==> config.mk <==
export PLATFORM = sky130hd
export DESIGN_NAME = eth_f_seg_traffic_gen
export DESIGN_NICKNAME = d
export VERILOG_FILES = /design/src/rtl/eth_f_seg_traffic_gen.sv
export SDC_FILE = /design/constraint.sdc
export NUM_CORES = 1
export LEC_CHECK = 0
export BUFFER_PORTS_ARGS = -buffer_cell sky130_fd_sc_hd__clkbuf_2
export CAP_MARGIN = 20
export CORE_AREA = 2 2 461 463
export DETAILED_ROUTE_END_ITERATION = 10
export DIE_AREA = 0 0 463 465
export PLACE_DENSITY = 0.36
export SLEW_MARGIN = 25
export SYNTH_ARGS = -nofsm -noshare
export SYNTH_HDL_FRONTEND = slang
export SYNTH_SLANG_ARGS = --single-unit
==> constraint.sdc <==
create_clock -name clk -period 10.95 [get_ports clk]
set_input_delay 2.19 -clock clk [delete_from_list [all_inputs] [get_ports clk]]
set_output_delay 2.19 -clock clk [all_outputs]
set_load 0.005 [all_outputs]
==> src/rtl/eth_f_seg_traffic_gen.sv <==
// ============================================================================
//  Module   : eth_f_seg_traffic_gen
//  Brief    : Segmented-MAC packet generator with fixed-length, counted or
//             continuous runs of deterministic-pattern packets.
//  Revision : 1.0 - initial release
// ============================================================================
`default_nettype none

module eth_f_seg_traffic_gen #(
  parameter int NUM_SEG   = 16,
  parameter int PKT_LEN_W = 14,
  parameter int CNT_W     = 32
) (
  input  logic                   clk,
  input  logic                   rst_n,
  input  logic                   cfg_start,
  input  logic                   cfg_stop,
  input  logic                   cfg_half,
  input  logic [PKT_LEN_W-1:0]   cfg_pkt_len,
  input  logic [CNT_W-1:0]       cfg_pkt_num,
  input  logic [7:0]             cfg_ipg,
  output logic                   tx_valid,
  input  logic                   tx_ready,
  output logic [NUM_SEG*64-1:0]  tx_data,
  output logic [NUM_SEG-1:0]     tx_inframe,
  output logic [NUM_SEG*3-1:0]   tx_eop_empty,
  output logic                   busy,
  output logic                   done,
  output logic [CNT_W-1:0]       pkt_cnt
);

  localparam logic [PKT_LEN_W-1:0] c_len_min  = PKT_LEN_W'(64);
  localparam logic [PKT_LEN_W-1:0] c_len_max  = PKT_LEN_W'(9600);
  localparam logic [PKT_LEN_W-1:0] c_bpb_full = PKT_LEN_W'(8 * NUM_SEG);
  localparam logic [PKT_LEN_W-1:0] c_bpb_half = PKT_LEN_W'(4 * NUM_SEG);

  typedef enum logic [1:0] {
    S_IDLE = 2'd0,
    S_SEND = 2'd1,
    S_IPG  = 2'd2,
    S_DONE = 2'd3
  } state_t;

  state_t                 r_state;
  state_t                 w_state_nxt;

  logic                   r_half;
  logic [PKT_LEN_W-1:0]   r_len;
  logic [CNT_W-1:0]       r_num;
  logic [7:0]             r_ipg;
  logic [7:0]             r_gap;
  logic                   r_stop;
  logic [PKT_LEN_W-1:0]   r_off;

  logic [PKT_LEN_W-1:0]   w_bpb;
  logic [PKT_LEN_W-1:0]   w_rem;
  logic [PKT_LEN_W-1:0]   w_nb;
  logic [PKT_LEN_W-1:0]   w_last_seg;
  logic [2:0]             w_pad;
  logic                   w_eop;
  logic                   w_hs;
  logic                   w_start;
  logic                   w_load_gap;
  logic [CNT_W-1:0]       w_cnt_inc;
  logic [PKT_LEN_W-1:0]   w_len_clamp;

  assign w_bpb      = r_half ? c_bpb_half : c_bpb_full;
  assign w_rem      = r_len - r_off;
  assign w_eop      = (w_rem <= w_bpb);
  assign w_nb       = w_eop ? w_rem : w_bpb;
  assign w_last_seg = (w_nb - PKT_LEN_W'(1)) >> 3;
  assign w_pad      = 3'd0 - w_nb[2:0];
  assign w_cnt_inc  = pkt_cnt + CNT_W'(1);
  assign w_hs       = (r_state == S_SEND) && tx_ready;

  always_comb begin
    w_len_clamp = cfg_pkt_len;
    if (cfg_pkt_len < c_len_min)
      w_len_clamp = c_len_min;
    else if (cfg_pkt_len > c_len_max)
      w_len_clamp = c_len_max;
  end

  always_ff @(posedge clk or negedge rst_n) begin
    if (!rst_n)
      r_state <= S_IDLE;
    else
      r_state <= w_state_nxt;
  end

  always_comb begin
    w_state_nxt = r_state;
    w_start     = 1'b0;
    w_load_gap  = 1'b0;
    tx_valid    = 1'b0;
    busy        = 1'b0;
    done        = 1'b0;
    case (r_state)
      S_IDLE, S_DONE: begin
        done = (r_state == S_DONE);
        if (cfg_start) begin
          w_start     = 1'b1;
          w_state_nxt = S_SEND;
        end
      end
      S_SEND: begin
        tx_valid = 1'b1;
        busy     = 1'b1;
        if (w_hs && w_eop) begin
          // A stop arriving with the final beat still ends the run here.
          if (r_stop || cfg_stop || (r_num != '0 && w_cnt_inc == r_num))
            w_state_nxt = S_DONE;
          else if (r_ipg != 8'd0) begin
            w_state_nxt = S_IPG;
            w_load_gap  = 1'b1;
          end
        end
      end
      S_IPG: begin
        busy = 1'b1;
        if (r_stop || cfg_stop)
          w_state_nxt = S_DONE;
        else if (r_gap == 8'd1)
          w_state_nxt = S_SEND;
      end
      default: w_state_nxt = S_IDLE;
    endcase
  end

  always_ff @(posedge clk or negedge rst_n) begin
    if (!rst_n) begin
      r_half  <= 1'b0;
      r_len   <= c_len_min;
      r_num   <= '0;
      r_ipg   <= 8'd0;
      r_gap   <= 8'd0;
      r_stop  <= 1'b0;
      r_off   <= '0;
      pkt_cnt <= '0;
    end else if (w_start) begin
      r_half  <= cfg_half;
      r_len   <= w_len_clamp;
      r_num   <= cfg_pkt_num;
      r_ipg   <= cfg_ipg;
      r_stop  <= 1'b0;
      r_off   <= '0;
      pkt_cnt <= '0;
    end else begin
      if (busy && cfg_stop)
        r_stop <= 1'b1;
      if (w_hs) begin
        if (w_eop) begin
          pkt_cnt <= w_cnt_inc;
          r_off   <= '0;
        end else begin
          r_off   <= r_off + w_bpb;
        end
      end
      if (w_load_gap)
        r_gap <= r_ipg;
      else if (r_state == S_IPG)
        r_gap <= r_gap - 8'd1;
    end
  end

  // Beat contents derive only from registered state, so they hold while stalled.
  always_comb begin
    tx_data      = '0;
    tx_inframe   = '0;
    tx_eop_empty = '0;
    if (tx_valid) begin
      for (int s = 0; s < NUM_SEG; s++) begin
        for (int b = 0; b < 8; b++) begin
          if ((s * 8 + b) < int'(w_nb))
            tx_data[s*64 + b*8 +: 8] = pkt_cnt[7:0] + r_off[7:0] + 8'(s * 8 + b);
        end
        if (!w_eop && (s * 8) < int'(w_nb))
          tx_inframe[s] = 1'b1;
        else if (w_eop && (s * 8 + 8) < int'(w_nb))
          tx_inframe[s] = 1'b1;
        if (w_eop && s == int'(w_last_seg))
          tx_eop_empty[s*3 +: 3] = w_pad;
      end
    end
  end

endmodule

`default_nettype wire

# ---- After elaboration in Yosys (flattened, before gate mapping)
# Index checks and enable logic that the tools add are counted.
dict set report op_classes {
  addsub 134
  multipliers 0
  div_mod_pow 0
  n_lt_le_gt_ge 132
  eq_ne 24
  shifts 0
  n_mux 209
  n_bitwise 1
  n_reduce_logical 68
}
# op count
set ops {}
lappend ops {{8-bit 2-to-1 mux} 131}
lappend ops {{1024-bit 2-to-1 mux} 1}
lappend ops {{7-bit by 14-bit < comparator with 1-bit output (first input constant)} 64}
lappend ops {{8-bit by 7-bit adder with 8-bit output (second input constant)} 64}
lappend ops {{6-bit by 14-bit < comparator with 1-bit output (first input constant)} 32}
lappend ops {{8-bit by 6-bit adder with 8-bit output (second input constant)} 32}
lappend ops {{5-bit by 14-bit < comparator with 1-bit output (first input constant)} 16}
lappend ops {{8-bit by 5-bit adder with 8-bit output (second input constant)} 16}
lappend ops {{4-bit by 14-bit < comparator with 1-bit output (first input constant)} 8}
lappend ops {{32-bit 2-to-1 mux} 3}
lappend ops {{5-bit by 11-bit equality test with 1-bit output (first input constant)} 8}
lappend ops {{14-bit 2-to-1 mux} 6}
lappend ops {{8-bit by 4-bit adder with 8-bit output (second input constant)} 8}
lappend ops {{3-bit by 14-bit < comparator with 1-bit output (first input constant)} 4}
lappend ops {{1-bit logical AND} 52}
lappend ops {{3-bit 2-to-1 mux} 16}
lappend ops {{48-bit 2-to-1 mux} 1}
lappend ops {{4-bit by 11-bit equality test with 1-bit output (first input constant)} 4}
lappend ops {{1-bit 2-to-1 mux} 43}
lappend ops {{32-bit by 1-bit adder with 32-bit output (second input constant)} 1}
lappend ops {{8-bit by 3-bit adder with 8-bit output (second input constant)} 4}
lappend ops {{32-bit equality test} 1}
lappend ops {{32-bit nonzero test} 1}
lappend ops {{1-bit by 14-bit < comparator with 1-bit output (first input constant)} 2}
lappend ops {{other kinds (35)} 50}
dict set report totals {
  register_bits 112
  latch_bits 0
  mem_bits_rw 0
  romBits 0
  inputBits 60
  output_inout_bits 1123
  wordCells 577
  mem_count 0
}

# ---- Depth between registers and ports, before layout
# Gate-level depths: netlist of the first run.
dict set report depth {
  ltp_word 9
  depth_mapped 26
  ltp_nobuf 22
}

# ---- Least setup slack after synthesis of the first run
# Ideal clock, no wire load.
dict set report synth_timing {
  path_type {flip-flop to output port}
  start {register r_len[6]}
  end {output tx_eop_empty[20]}
  t_arrival_ns 4.926
  required_ns 8.760
  path_slack_ns 3.834
  stages_incl_launch_ff 23
  n_path_buf 3
  path_cell_list {dfstp_2 ha_1 nor3_1 or2_2 buf_2 clkinv_1 ha_1 and2_1 a41oi_1 nor3_2 nand3b_4 nor3_2 buf_2 buf_2 and2_1 inv_1 ha_1 nand2_1 xnor2_1 o21ai_0 nor4_2 nand3_1 nor2_1}
}
dict set report synth_between {
  elab_chain_len 8
  elab_cells_between_ends 9
  cone_classes {add/sub: 3; order compare: 1; eq/ne: 1; mux: 3; reduce/logical: 1}
}
# item line_no
set synth_lines {}
lappend synth_lines {{start, declared} 48} ;# logic [PKT_LEN_W-1:0] r_len;
lappend synth_lines {{start signal, assigned} 133} ;# r_len <= c_len_min;
lappend synth_lines {{start signal, assigned} 142} ;# r_len <= w_len_clamp;
lappend synth_lines {{14-bit subtractor *} 68} ;# assign w_rem = r_len - r_off;
lappend synth_lines {{14-bit by 8-bit less-or-equal comparator with 1-bit output} 69} ;# assign w_eop = (w_rem <= w_bpb);
lappend synth_lines {{14-bit 2-to-1 mux} 70} ;# assign w_nb = w_eop ? w_rem : w_bpb;
lappend synth_lines {{14-bit by 1-bit subtractor with 14-bit output} 71} ;# assign w_last_seg = (w_nb - PKT_LEN_W'(1)) >> 3;
lappend synth_lines {{4-bit by 11-bit equality test with 1-bit output} 181} ;# if (w_eop && s == int'(w_last_seg))
lappend synth_lines {{1-bit logical AND} 181}
lappend synth_lines {{3-bit 2-to-1 mux *} 181}
lappend synth_lines {{48-bit 2-to-1 mux *} 171} ;# if (tx_valid) begin
lappend synth_lines {{end, declared} 26} ;# output logic [NUM_SEG*3-1:0] tx_eop_empty,
# Mark *: on every way between the ends. The rest lies on a longest branch, timed or not.

# ---- Worst setup path after layout of the first run
dict set report layout_timing {
  start {register r_off[6]}
  end {output tx_data[372]}
}
dict set report layout_between {
  elab_chain_len 6
}
# item line_no
set layout_lines {}
lappend layout_lines {{start, declared} 53} ;# logic [PKT_LEN_W-1:0] r_off;
lappend layout_lines {{start signal, assigned} 156} ;# r_off <= r_off + w_bpb;
lappend layout_lines {{14-bit subtractor *} 68}
lappend layout_lines {{14-bit by 8-bit less-or-equal comparator with 1-bit output} 69}
lappend layout_lines {{14-bit 2-to-1 mux *} 70}
lappend layout_lines {{6-bit by 14-bit < comparator with 1-bit output *} 174} ;# if ((s * 8 + b) < int'(w_nb))
lappend layout_lines {{8-bit 2-to-1 mux *} 174}
lappend layout_lines {{1024-bit 2-to-1 mux *} 171}
lappend layout_lines {{end, declared} 24} ;# output logic [NUM_SEG*64-1:0] tx_data,
# Marks and branches as above.

==> flow_summary.yaml, run 1 <==
yosys:
  synth_compound_gate_area_share_pct: 14.30
  syn-num-nets: 3267
  netlist_area_um2: 19090
  yosysSeqAreaShare_pct: 13.90
  synth_top_area_cell: "nor2_1"
  yosysWarnings: 0
  synthArstFlopShare_pct: 100.0
  synthTopCellsByArea: "nor2_1, dfrtp_1, xnor2_1"
  syn_avg_cell_area_um2: 6.050
  synthSimpleGateAreaFrac_pct: 44.63
  synth_top_cell_area_share_pct: 20.48
  synthAdderAreaFrac_pct: 3.434
  synth_cell_types: 104
  synth_seq_cells: 106
  synth-edff-count: 0
  synth_ff_type: "dfrtp_1"
  netlist_instances: 3156
  synth_top_family_by_area: "simple AND/OR/NAND/NOR gates"
  yosys.area_share.xor_xnor_pct: 17.01
  synthMuxAreaShare_pct: 0.2621
  yosysMostFrequentCell: "nor2_1"
  synth.top_cells.by_count: "nor2_1, nand2_1, xnor2_1, clkbuf_1, a21oi_1"
die:
  initial_utilization_pct: 9.057
  num_rows: 169
  fp.dieArea_um2: 215300
  io-pin-count: 1183
  core_um2: 210800
  die_height_um: 465
  die_w_um: 463
global_routing:
  track_usage_pct: 23.95
  antenna_found_initial: 49
  grt_pass1_wl_um: 334600
  grt_pass1_vias: 28420
  grt_overflow: 0
  grt_max_degree: 79
drt:
  final_antenna_net_count: 0
  vias: 29610
  vias_per_cell: 4.143
  dr.pass1.iters: 8
  drt_iter0_drc: 2520
  drc: 0
  wl_um: 270300
  routedWlPerCell_um: 37.83
place:
  dp.cells: 7109
  port_buffers: 1182
  dpl.hpwl_um: 224900
  gp_congestion: 0.9340
power_and_ir_drop:
  power.leakage_uw: 0.01421
  power.density_nw_per_um2: 348.2
  max-vdd-ir-drop_uv: 132.1
finish:
  multiInputGateArea_um2: 15700
  drive_gt1_share_pct: 36.42
  nNetsFinal: 4411
  stdcell_count: 7146
  syn_to_final_growth_pct: 56.38
  fill_cells: 24980
  ff_latch_area_um2: 2671
run:
  maxCapViolCount: 0
critical_path:
  rr_worst_depth: 15
  reg2reg_slack_ns: 5.75
  path_max_fanout: 17
  worstPathArrival_ns: 7.44
  crit_type: "reg2out"
  r2r_start: "r_off[6]$_DFFE_PN0P_"
  crit_required_ns: 8.76
  critPathLaunchType: "register"
  end_kind: "output pin"
  crit_path_end: "tx_data[372]"
  r2r_end: "pkt_cnt[12]$_DFFE_PN0P_"
  startpoint: "r_off[6]$_DFFE_PN0P_"
sta:
  tightest_slew_ns: 1.228
  skew_ns: 0.01193
  fmax_ghz: 0.1039
  finalCriticalPeriod_ns: 9.627
  slew_headroom_pct: 17.48
  rsz0062_at_grt: "false"
  timing.final.hold_violations: 0
  post-route-period-util_pct: 87.92
  fin_setup_tns_ns: 0
  finalSetupViolations: 0
  maxSlewViolCount: 0
clock_tree:
  cts_resized: 0
  post-cts-setup-buffers: 0
  clk_pin_slew_ns: 0.07
  clk_latency_ns: 0.39
  cts-htree-levels: 3
  cts_sinks: 106
  cts_tree: "built"
  cts-root-buf: "clkbuf_16"
  cts_buffer_depth: 2
  numCtsBuffers: 9
  hold_buffers: 0
min_path:
  min-delay-start: "r_len[13]$_DFFE_PN0P_"
  hp-class: "reg2reg"
run_status:
  status: "complete, no violations"
## flip-flops by register name, indices dropped and copies added, names as in the netlist
name,count
r_off,8
r_num,32
pkt_cnt,32
r_half,1
r_len,14
r_state,2
r_ipg,8
r_gap,8
r_stop,1
## logic make-up (layout without fill, tap and decap cells)
family	count (synthesis)	in the layout
adders and majority gates	52	52
and+or+nand+nor	1902	1902
other	2	22
muxes	5	5
DFF	106	106
buffers and inverters	303	1452
AOI/OAI and AO/OA	416	416
xor gates and xnor gates	370	370
## through the flow
stage	hold WS [ns]	utilization (%)	power, uW	setup slack [ns]	cell area, um^2
5_1_grt	0.5182	14.14	10800	1.125	29820
4_1_cts	0.5080	14.13	10480	1.424	29780
2_1_floorplan	0.4453	-	4108	3.834	19090
3_5_place_dp	0.4885	13.97	10060	1.901	29460
3_3_place_gp	0.4796	13.91	10030	1.573	29330
6_report	0.5049	14.16	10400	1.323	29860
## worst max-delay path: stages, from the launching register on
cell,delay [ns]
dfrtp_1,0.43
inv_1,0.07
ha_1,0.40
xor2_2,0.51
inv_1,0.48
ha_1,0.42
and2_1,0.13
a41oi_1,0.17
nor3_2,0.35
and3b_1,0.20
buf_4,0.25
nand4_1,0.45
inv_2,0.29
ha_1,0.80
inv_1,0.42
o21ai_1,0.43
a21oi_2,0.21
nor3_2,0.76
clkbuf_2,0.24
## power breakdown
group	leakage, uW	switching (uW)	internal [uW]
Combinational	0.0127	6960	2400
Clock	0.000159	177	208
Sequential	0.00134	150	510
Total	0.0142	7280	3110
## cell usage in the layout (no fill, tap or decap), types with 8 or more instances in the layout
cell type  Yosys  final
a21oi_2       12     17
a21o_1        12     12
nor2b_1       45     45
xor2_1        84     82
o21ai_1       35     31
a21oi_4        0      8
nor4_2         9      9
nor2_1      1042   1036
buf_4          5    184
or2_2          9      9
o211a_1        8      8
and2_1        39     38
nor3_1       136    132
nand3_1       53     53
nor4_1        28     28
nand2b_1      34     34
ha_1          50     45
o211ai_1      12     12
nor2_2         5      9
nand4_1       32     32
o21a_1        15     15
and3_1        38     38
xnor2_2        0     17
o22ai_1       12     12
a21oi_1      156    143
clkbuf_2       2   1181
clkbuf_16      0      9
dfrtp_1      105     99
a31oi_1       10      9
nand2_1      354    350
o21ai_2        8     18
nor3b_1       15     15
diode_2        0     20
inv_2          6     11
o21ai_0       65     59
inv_1         60     54
or3_1          8      8
xnor2_1      285    268
## how the worst min path moves through the flow
stage	end	slack [ns]	depth (start not counted)
final	r_len[13]$_DFFE_PN0P_	0.50	2
after global routing	r_ipg[4]$_DFFE_PN0P_	0.52	2
after CTS	r_ipg[4]$_DFFE_PN0P_	0.51	2
after detailed placement	r_ipg[4]$_DFFE_PN0P_	0.49	2
after global placement	r_ipg[4]$_DFFE_PN0P_	0.48	2
after floorplan	r_len[11]$_DFFE_PN0P_	0.45	2
## metal layers
metal / up-vias / global-route usage (%) / wire [um]
met4: 24 / 15.93 / 21550
met3: 435 / 4.330 / 15190
met1: 14720 / 27.99 / 108100
li1: 12640 / - / -
met5: - / 0 / 155
met2: 1790 / 39.99 / 125400
## final cells by class
| class | instances | share of cell area [%] |
|---|---|---|
| Clock buffer | 10 | 0.8003 |
| Sequential cell | 106 | 8.946 |
| Tap cell | 2821 | 11.82 |
| Timing Repair Buffer | 1367 | 24.51 |
| Inverter | 69 | 0.8799 |
| Antenna cell | 20 | 0.1676 |
| Clock inverter | 6 | 0.3017 |
| Multi-Input combinational cell | 2747 | 52.57 |
Note: power is estimated with default switching activity, not from simulation.
==> inputs of run 2 (changes only) <==
Clock period 10.95 ns to 9.88 ns, I/O delays scaled along.
==> run 2 against run 1 <==
  * Clock-buffer cell count grew 1
  * Routed wire length grew 0.40%
  * Setup slack lost 0.60 ns
  * Largest cell class unchanged
  * First-iteration DRC count grew 2.9%
  * Worst hold slack lost 0.0059 ns
  * Register-to-register slack lost 0.77 ns
  * Total power grew 11%
  * Sequential share of layout area is essentially flat
  * Flip-flop and latch count is the same
  * Clock power grew 3%
  * Non-clock buffer count grew 9
==> flow_summary.yaml, run 2 (synthesis gave the netlist of run 1 again) <==
run_status:
  status: "complete, no violations"
place:
  dpl-instance-area_um2: 29430
  gp_congestion: 0.9468
  dp.cells: 7118
  dpl.hpwl_um: 226200
  port_buffers: 1182
power_and_ir_drop:
  power.leakage_uw: 0.01423
  max-vdd-ir-drop_uv: 162.5
  power.density_nw_per_um2: 386.4
drt:
  dr.pass1.iters: 6
  wl_um: 271400
  final_antenna_net_count: 0
  vias: 29650
  drt_iter0_drc: 2592
  routedWlPerCell_um: 37.87
  vias_per_cell: 4.138
  drc: 0
global_routing:
  grt_max_degree: 90
  antenna_found_initial: 48
  grt_pass1_wl_um: 335600
  track_usage_pct: 24.07
  grt_pass1_vias: 28430
  grt_overflow: 0
die:
  core_um2: 210800
  fp.dieArea_um2: 215300
  io-pin-count: 1183
  die_height_um: 465
  die_w_um: 463
  initial_utilization_pct: 9.057
  num_rows: 169
finish:
  mostFrequentLayoutCells: "clkbuf_2, nor2_1, nand2_1"
  syn_to_final_growth_pct: 56.44
  layout_commonest_cell: "clkbuf_2"
  post-route-cell-area_um2: 29870
  reg_top3: "pkt_cnt (32), r_num (32), r_len (14)"
  nNetsFinal: 4420
  stdcell_count: 7166
  drive_gt1_share_pct: 36.35
sta:
  slew_headroom_pct: 20.85
  rsz0062_at_grt: "false"
  timing.final.hold_violations: 0
  post-route-period-util_pct: 92.67
  finalCriticalPeriod_ns: 9.155
  maxSlewViolCount: 0
  tightest_slew_ns: 1.187
  fmax_ghz: 0.1092
  finalSetupViolations: 0
  skew_ns: 0.01305
  fin_setup_tns_ns: 0
min_path:
  hp-class: "reg2reg"
critical_path:
  crit_required_ns: 7.90
  critPathLaunchType: "register"
  path_max_fanout: 13
  end_kind: "output pin"
  worstPathArrival_ns: 7.18
  reg2reg_slack_ns: 4.98
  crit_type: "reg2out"
clock_tree:
  cts_tree: "built"
  clk_pin_slew_ns: 0.08
  cts-htree-levels: 3
  cts_buffer_depth: 2
  cts_sinks: 106
  cts-root-buf: "clkbuf_16"
  clk_latency_ns: 0.39
  hold_buffers: 0
  numCtsBuffers: 9
run:
  maxCapViolCount: 0
## run 2: changes by cell type in the layout (fill, tap and decap cells not counted), sizes merged
cell	change
buf	+9
diode	+11
bufinv	-1
clkbuf	+1
## run 2: area by class of cell
type	count	area [um^2]
tap	2821	3530
inverter	69	260.3
fill	25020	180900
sequential	106	2671
clock buffer	11	242.7
multi-input combinational	2747	15650
antenna	31	77.57
clock inverter	5	63.81
timing repair buffer	1376	7378
## run 2: worst paths after layout
kind | endpoint | cells after the start | start
min in group asynchronous | r_num[23]$_DFFE_PN0P_ | 1 | rst_n
max in group asynchronous | pkt_cnt[4]$_DFFE_PN0P_ | 2 | rst_n
min | r_len[7]$_DFFE_PN0P_ | 2 | r_len[7]$_DFFE_PN0P_
min reg2reg | r_len[7]$_DFFE_PN0P_ | 2 | r_len[7]$_DFFE_PN0P_
max | tx_eop_empty[10] | 20 | r_off[6]$_DFFE_PN0P_
max reg2reg | r_gap[0]$_DFFE_PN0P_ | 15 | r_off[6]$_DFFE_PN0P_
## run 2: timing repair
item	in CTS	in global routing
endpoints found under the hold margin	0	0
endpoints found under the setup margin	0	1
buffers inserted	0	0
gates resized for setup	0	1
## run 2: metal layers
| metal | vias to the layer above | routed length (um) | GRT usage [%] |
|---|---|---|---|
| met5 | - | 118 | 0 |
| met4 | 18 | 20580 | 15.17 |
| met3 | 412 | 15860 | 4.402 |
| met2 | 1801 | 127800 | 40.80 |
| met1 | 14740 | 107000 | 27.94 |
| li1 | 12680 | - | - |
## run 2: worst max-delay path, cell delays in order, from the launching register on
cell and delay (ns):
dfrtp_1 0.43, inv_1 0.08, ha_1 0.38, nor3_1 0.19, or2_2 0.29, clkinv_1 0.41, ha_1 0.45, and2_1 0.12
a41oi_1 0.15, nor3_2 0.33, and3b_1 0.22, buf_4 0.25, nand4_1 0.51, ha_1 0.51, nand2_1 0.13, xnor2_1 0.37
o21ai_0 0.41, nor4_4 0.65, nand2_1 0.33, nor2_1 0.36, clkbuf_2 0.18
## run 2: power breakdown
group	switching, uW	internal (uW)
Combinational	7750	2670
Clock	191	205
Sequential	156	566
## run 2: metrics by stage
step           worst slack [ns]  power (uW)  util, %  hold WS, ns
6_report                 0.7245       11540    14.17       0.4991
2_1_floorplan             2.978        4552        -       0.4453
3_3_place_gp              1.076       11210    13.93       0.4796
4_1_cts                  0.5136       11650    14.11       0.5033
3_5_place_dp             0.9991       11220    13.96       0.4847
5_1_grt                  0.2405       12020    14.14       0.5376
==> inputs of run 3 (changes only) <==
--- a/config.mk
+++ b/config.mk
@@ -10,2 +10,3 @@
 export CORE_AREA = 2 2 461 463
+export CTS_CLUSTER_DIAMETER = 40
 export DETAILED_ROUTE_END_ITERATION = 10
==> constraint.sdc (replaced) <==
create_clock -name clk -period 9.88 [get_ports clk]
set_input_delay 0.494 -clock clk [delete_from_list [all_inputs] [get_ports clk]]
set_output_delay 0.494 -clock clk [all_outputs]
set_load 0.005 [all_outputs]
==> run 3 against run 2 <==
  * Non-clock buffer count down 18
  * Global-route usage down 0.069 points
  * Clock-buffer cell count unchanged
  * Critical path type unchanged
  * Critical endpoint is now tx_data[503]
  * Largest cell class unchanged
  * Largest power group unchanged
  * Highest routed layer unchanged
==> flow_summary.yaml, run 3 (synthesis gave the netlist of run 1 again) <==
place:
  dpl.hpwl_um: 225100
  dpl-instance-area_um2: 29410
  port_buffers: 1182
  gp_congestion: 0.9426
  place_ws_ns: 1.924
global_routing:
  grt_overflow: 0
  track_usage_pct: 24.00
  grt_pass1_wl_um: 334800
  grt_max_degree: 79
  antenna_found_initial: 56
  grt_pass1_vias: 28250
finish:
  nNetsFinal: 4402
  mostFrequentLayoutCells: "clkbuf_2, nor2_1, nand2_1"
  fill_cells: 24920
  drive_gt1_share_pct: 36.38
  syn_to_final_growth_pct: 56.29
  layout_commonest_cell: "clkbuf_2"
  post-route-cell-area_um2: 29840
  reg_top3: "pkt_cnt (32), r_num (32), r_len (14)"
drt:
  final_antenna_net_count: 0
  vias_per_cell: 4.105
  vias: 29300
  drt_iter0_drc: 2470
  routedWlPerCell_um: 37.88
  wl_um: 270400
  dr.pass1.iters: 6
  drc: 0
clock_tree:
  cts_buffer_depth: 2
  cts_tree: "built"
  clk_pin_slew_ns: 0.08
  hold_buffers: 0
  cts-root-buf: "clkbuf_16"
  post-cts-setup-buffers: 0
  cts-htree-levels: 3
  numCtsBuffers: 9
  cts_sinks: 106
  clk_latency_ns: 0.39
  cts_resized: 0
sta:
  timing.final.hold_violations: 0
  maxSlewViolCount: 0
  tightest_slew_ns: 1.201
  post-route-period-util_pct: 86.47
  finalSetupViolations: 0
  finalCriticalPeriod_ns: 8.543
  fin_setup_tns_ns: 0
  slew_headroom_pct: 19.33
  worst_slack_ns: 1.337
  skew_ns: 0.01229
  fmax_ghz: 0.1171
  rsz0062_at_grt: "false"
critical_path:
  worstPathCellList: "inv_1 -> ha_1 -> nor3_1 -> or2_2 -> clkinv_1 -> ha_1 -> and2_1 -> a41oi_1 -> nor3_2 -> and3b_1 -> nand4_1 -> inv_2 -> ha_1 -> nand2_1 -> o31ai_2 -> nand2_1 -> nor2_1 -> clkbuf_2"
  path_max_fanout: 17
  crit_type: "reg2out"
  end_kind: "output pin"
  worstPathArrival_ns: 8.05
  path_buf_inv: 4
  crit_required_ns: 9.39
  crit_family: "simple AND/OR/NAND/NOR gates"
  cp_common_cell: "ha_1"
  worst_path_max_delay_cell: "ha_1"
  slowest_delay_ns: 0.85
  critPathLaunchType: "register"
power_and_ir_drop:
  swShare_pct: 70.20
  p_sw_uw: 8061
  power.density_nw_per_um2: 384.7
  p_clk_share_pct: 3.5
  p_comb_share_pct: 90.2
  p_int_uw: 3421
  power.leakage_uw: 0.01419
  p_seq_share_pct: 6.3
  max-vdd-ir-drop_uv: 148.1
die:
  io-pin-count: 1183
  fp.dieArea_um2: 215300
  die_w_um: 463
  num_rows: 169
  core_um2: 210800
  initial_utilization_pct: 9.057
  die_height_um: 465
min_path:
  hp-class: "in2async"
run:
  maxCapViolCount: 0
run_status:
  status: "complete, no violations"
## run 3: changes by cell type in the layout (fill, tap and decap cells not counted), moves of 6 or more
cell     before  now
o21ai_2      13   19
diode_2      31   21
o21ai_1      36   29
buf_4       193  172
## run 3: per-layer routing
| metal | up-vias | GRT usage, % | wire, um |
|---|---|---|---|
| met3 | 381 | 4.651 | 16630 |
| met4 | 30 | 14.03 | 18830 |
| met1 | 14580 | 27.75 | 105800 |
| li1 | 12630 | - | - |
| met5 | - | 0 | 199 |
| met2 | 1684 | 41.12 | 129000 |
## run 3: path summary, 6_finish.rpt
kind                                           start  slack [ns]  depth (start not counted)                 endpoint
max in group asynchronous                      rst_n        8.37                          2   pkt_cnt[4]$_DFFE_PN0P_
worst min register to register  r_len[7]$_DFFE_PN0P_        0.50                          2     r_len[7]$_DFFE_PN0P_
min in group clk                     cfg_pkt_num[16]        0.28                          3    r_num[16]$_DFFE_PN0P_
worst min-delay path                           rst_n        0.13                          1    r_num[20]$_DFFE_PN0P_
worst max-delay path            r_off[6]$_DFFE_PN0P_        1.34                         18             tx_data[503]
worst max register to register  r_off[6]$_DFFE_PN0P_        4.16                         15  pkt_cnt[27]$_DFFE_PN0P_
## run 3: final cells by class
| cell class | count | area, um^2 | area share, % |
|---|---|---|---|
| Antenna cell | 21 | 52.55 | 0.1761 |
| Clock buffer | 11 | 252.7 | 0.8469 |
| Clock inverter | 5 | 60.06 | 0.2012 |
| Inverter | 69 | 260.3 | 0.8720 |
| Multi-Input combinational cell | 2747 | 15740 | 52.73 |
| Sequential cell | 106 | 2671 | 8.951 |
| Tap cell | 2821 | 3530 | 11.83 |
| Timing Repair Buffer | 1358 | 7279 | 24.39 |
## run 3: per-stage QoR
stage / util [%] / total power [uW] / hold slack [ns] / instances
after CTS: 14.10 / 11570 / 0.1480 / 7117
after floorplan: - / 4552 / 0.1984 / 3156
after detailed placement: 13.95 / 11130 / 0.4826 / 7101
after global routing: 14.13 / 11950 / 0.1768 / 7118
after global placement: 13.89 / 11100 / 0.4782 / 7098
final: 14.16 / 11480 / 0.1321 / 7138
## run 3: power by group through the flow
stage               Combinational (uW)  Clock [uW]  Sequential, uW
floorplan                         3890           0             666
global placement                 10400           0             724
detailed placement               10400           0             728
CTS                              10400         425             719
global route                     10800         439             739
finish                           10400         404             718
## run 3: worst register-to-register path, cell delays in order, from the launching register on
cell	delay [ns]
dfrtp_1	0.43
inv_1	0.07
ha_1	0.39
nor3_1	0.22
or2_2	0.31
clkinv_1	0.46
ha_1	0.47
and2_1	0.13
a41oi_1	0.16
nor3_2	0.36
and3b_1	0.78
nand3_4	0.66
buf_4	0.58
nor4_2	0.38
xnor2_1	0.16
nor2_1	0.05
